$ cat src/rtl/alu_2bit_unit.sv
// 2-bit registered ALU: eight operations on A/B, with Result, Carry and Zero
// registered one cycle after a valid operand/opcode sample.
module alu_2bit_unit (
  input  logic       clk,
  input  logic       rst,
  input  logic       in_valid,
  input  logic [1:0] A,
  input  logic [1:0] B,
  input  logic [2:0] ALU_Sel,
  output logic [1:0] Result,
  output logic       Carry,
  output logic       Zero,
  output logic       out_valid
);

  logic [2:0] op_out;

  // Bit 2 carries the carry/borrow/shifted-out bit; bits 1:0 the result.
  always_comb begin
    op_out = 3'b000;
    case (ALU_Sel)
      3'b000: op_out = {1'b0, A} + {1'b0, B};
      3'b001: op_out = {1'b0, A} - {1'b0, B};
      3'b010: op_out = {1'b0, A & B};
      3'b011: op_out = {1'b0, A | B};
      3'b100: op_out = {1'b0, A ^ B};
      3'b101: op_out = {1'b0, ~A};
      3'b110: op_out = {A[1], A[0], 1'b0};
      3'b111: op_out = {A[0], 1'b0, A[1]};
      default: op_out = 3'b000;
    endcase
  end

  always_ff @(posedge clk or posedge rst) begin
    if (rst) begin
      Result    <= 2'b00;
      Carry     <= 1'b0;
      Zero      <= 1'b1;
      out_valid <= 1'b0;
    end else begin
      out_valid <= in_valid;
      if (in_valid) begin
        Result <= op_out[1:0];
        Carry  <= op_out[2];
        Zero   <= (op_out[1:0] == 2'b00);
      end
    end
  end

endmodule

$ cat config.mk
export PLATFORM = sky130hd
export DESIGN_NAME = alu_2bit_unit
export DESIGN_NICKNAME = d
export VERILOG_FILES = /design/src/rtl/alu_2bit_unit.sv
export SDC_FILE = /design/constraint.sdc
export NUM_CORES = 1
export LEC_CHECK = 0
export ABC_CLOCK_PERIOD_IN_PS = 1300
export CORE_AREA = 10 10 47 49
export DETAILED_ROUTE_END_ITERATION = 10
export DIE_AREA = 0 0 57 59
export GPL_ROUTABILITY_DRIVEN = 1
export PLACE_DENSITY_LB_ADDON = 0.15
export SLEW_MARGIN = 25
export SYNTH_ARGS = -nofsm -noshare
export SYNTH_HDL_FRONTEND = slang
export SYNTH_SLANG_ARGS = --single-unit
export TNS_END_PERCENT = 100
$ cat constraint.sdc
create_clock -name clk -period 1.3 [get_ports clk]
set_clock_uncertainty 0.15 [all_clocks]
set_input_delay 0.13 -clock clk [delete_from_list [all_inputs] [get_ports clk]]
set_output_delay 0.13 -clock clk [all_outputs]
set_load 0.02 [all_outputs]
==> metrics.csv <==
metric;value;unit
Leak Pwr;0.3818;nW
port bufs;14;
overall power;635.0;uW
largest net degree at the start of global routing;13;
relative slew slack;83.02;%
Ports;15;
mux contribution to synthesized area;2.005;%
first-pass GRT wire length;2277;um
final setup vio count;3;
Crit Path Max Fanout;2;
Yosys warning total;0;
Syn Nets;76;
largest family of logic cells by synthesized area;compound AO/OA/AOI/OAI gates;
outcome;complete, but fails checks;
vias in the first global route;533;
dpl hpwl;962;um
first drt pass iteration count;4;
cell area power density;769.0;nW/um2
Synth Register Bits;5;
antenna violations before repair;0;
CTS root buf;clkbuf_4;
H-tree levels;1;
r2r worst-path depth;3;
setup TNS;-0.7486;ns
Syn Area/Cell;8.462;um2
DIE WIDTH;57;um
Die ar.;3363;um2
share of cells above drive strength 1;49.43;%
CP endpoint kind;flip-flop;
Rows;14;
clk_lat worst skew;0.25;ns
clk sink count;5;
RSZ-0062 raised after global routing;true;
Synth Area in XOR/XNOR;0;%
R2R Setup Slk;0.30;ns
clock buffer count from CTS;3;
CP required;1.35;ns
Synth Area in Simple Gates;19.55;%
Bufs and invs on worst path;2;
Area after DPL;733.2;um2
synth-to-layout area growth;65.41;%
Slowest cell on crit path;fa_2;
Reg clk slew, reported paths;0.04;ns
Mapped Area;499.2;um2
Die Height;59;um
GRT Residual Overflow;0;
Vias/cell;4.893;
gr usage total;8.109;%
critical path class;in2reg;
crit path cell chain;buf_8, inv_4, ha_4, mux2i_4, fa_2, or3_4, o21ai_2, o22a_1;
VDD IR-drop max;0.0003285;V
fin crit period;1.580;ns
R2R Path End;Zero;
hold path endpoint;Carry;
fin. max-slew vios;0;
library cells used by synthesis;23;
GPL Wtd Cong;0.7527;
Clock Tree Buf Depth;2;
CP Launch Type;primary input;
Mapped Cells;59;
wire per inst;12.91;um
Final period util;121.5;%
Max Cap Viol;0;
compound-gate portion of the synthesized area;20.30;%
Seq/Total Area, Yosys;25.31;%
Min-Delay Path Class;in2reg;
WL final;1330;um
Synth Area in Adders;19.05;%
layout net count;105;
Final Instance Area;825.8;um2
crit path from;B[0];
vias;504;
CP peak stage delay;0.44;ns
Hold Fails Final Rpt;0;
worst hold path depth;4;
Final WS setup;-0.2798;ns
post-route antenna net violation count;0;
Top delay family on crit path;adder cells;
final core occ;58.93;%
Max Clk Rate;0.6330;GHz
antenna diode count;0;
DRC;0;
DRT iter0 DRCs;12;
CTS tree;yes;
initial core utilization;35.63;%
r2r startpoint;Zero;
HP Start;ALU_Sel[2];
Core Box Area;1401;um2
worst slew pin tran;0.2543;ns
Worst Path Arrival;1.63;ns
failing checks;setup timing;
layout by cell type (no fill, tap or decap), drive strengths merged, types with 4 or more instances in the layout:
master,instances
buf,20
inv,8
nor2,7
ha,6
nand3,5
dlygate4sd2,5
dfrtp,4
clkbuf,4
worst register-to-register path, delay by kind of cell (launching register included):
family	cells	cell delay, ns
flip-flops	1	0.52
AO/OA/AOI/OAI	2	0.22
buffers and inverters	1	0.05
sequential cells by signal, indices dropped and copies added, names as in the netlist:
signal / cells
out_valid: 1
Zero: 1
Carry: 1
Result: 2
what timing repair did:
action	4_1_cts	5_1_grt
endpoints found under the hold margin	4	0
endpoints found under the setup margin	9	4
hold buffers	1	0
pin swaps	11	7
setup buffers	0	1
resized for setup	47	7
metal layers:
metal / up-vias / part of all wire, % / global-route usage [%]
met4: 0 / 3.5 / 4.698
met2: 15 / 56 / 13.95
met5: - / 0 / 0
met3: 5 / 3.8 / 1.931
li1: 256 / - / -
met1: 228 / 36 / 8.873
power by group:
group	switching, mW	internal, mW	total (mW)
registers	0.00999	0.178	0.188
clock network	0.0703	0.116	0.187
logic	0.130	0.130	0.261
total	0.210	0.425	0.635
how the worst max path moves through the flow:
stage / cells after the start / end
after floorplan: 8 / Zero
after global placement: 8 / Zero
after detailed placement: 8 / Zero
after CTS: 8 / Zero
after global routing: 8 / Zero
final: 8 / Zero
Yosys cell counts (all sizes together):
cell / n / area (um2)
a31oi: 2 / 12.51
o22a: 1 / 8.760
o32ai: 1 / 8.760
nand2: 3 / 11.26
dfrtp: 4 / 100.1
o21ai: 3 / 15.01
o2bb2ai: 1 / 8.760
a21oi: 3 / 15.01
mux2i: 1 / 10.01
nand2b: 2 / 15.02
nor3b: 1 / 7.510
buf: 3 / 33.78
a211oi: 2 / 25.02
nor2: 7 / 26.28
fa: 1 / 20.02
clkbuf: 1 / 5.000
ha: 6 / 75.07
inv: 8 / 30.03
a21o: 1 / 7.510
dfstp: 1 / 26.28
or3: 2 / 12.51
nand3: 5 / 25.02
cells by family (layout without fill, tap and decap cells):
kind of cell / after synthesis / in the layout
flops: 5 / 5
mux: 1 / 1
buf+inv: 12 / 40
compound gates: 14 / 14
fa+ha+maj: 7 / 7
simple gates: 20 / 20
metrics by stage:
step                cells  hold slack [ns]  setup slack (ns)
floorplan              59          -0.2422           -0.4244
global placement       97           0.1904           -0.9765
CTS                   102          0.04658           -0.3380
finish                103          0.03707           -0.2798
global route          103          0.05800           -0.3201
detailed placement     97           0.1922            -1.013
final cells by class:
type                            count  area, um2
Fill cell                         141      575.6
Multi-Input combinational cell     42      382.9
Timing Repair Buffer               28      235.2
Sequential cell                     5      126.4
Inverter                            8      35.03
Clock buffer                        4      26.28
Tap cell                           16      20.02
No activity file was read; power rests on OpenSTA's default activity.
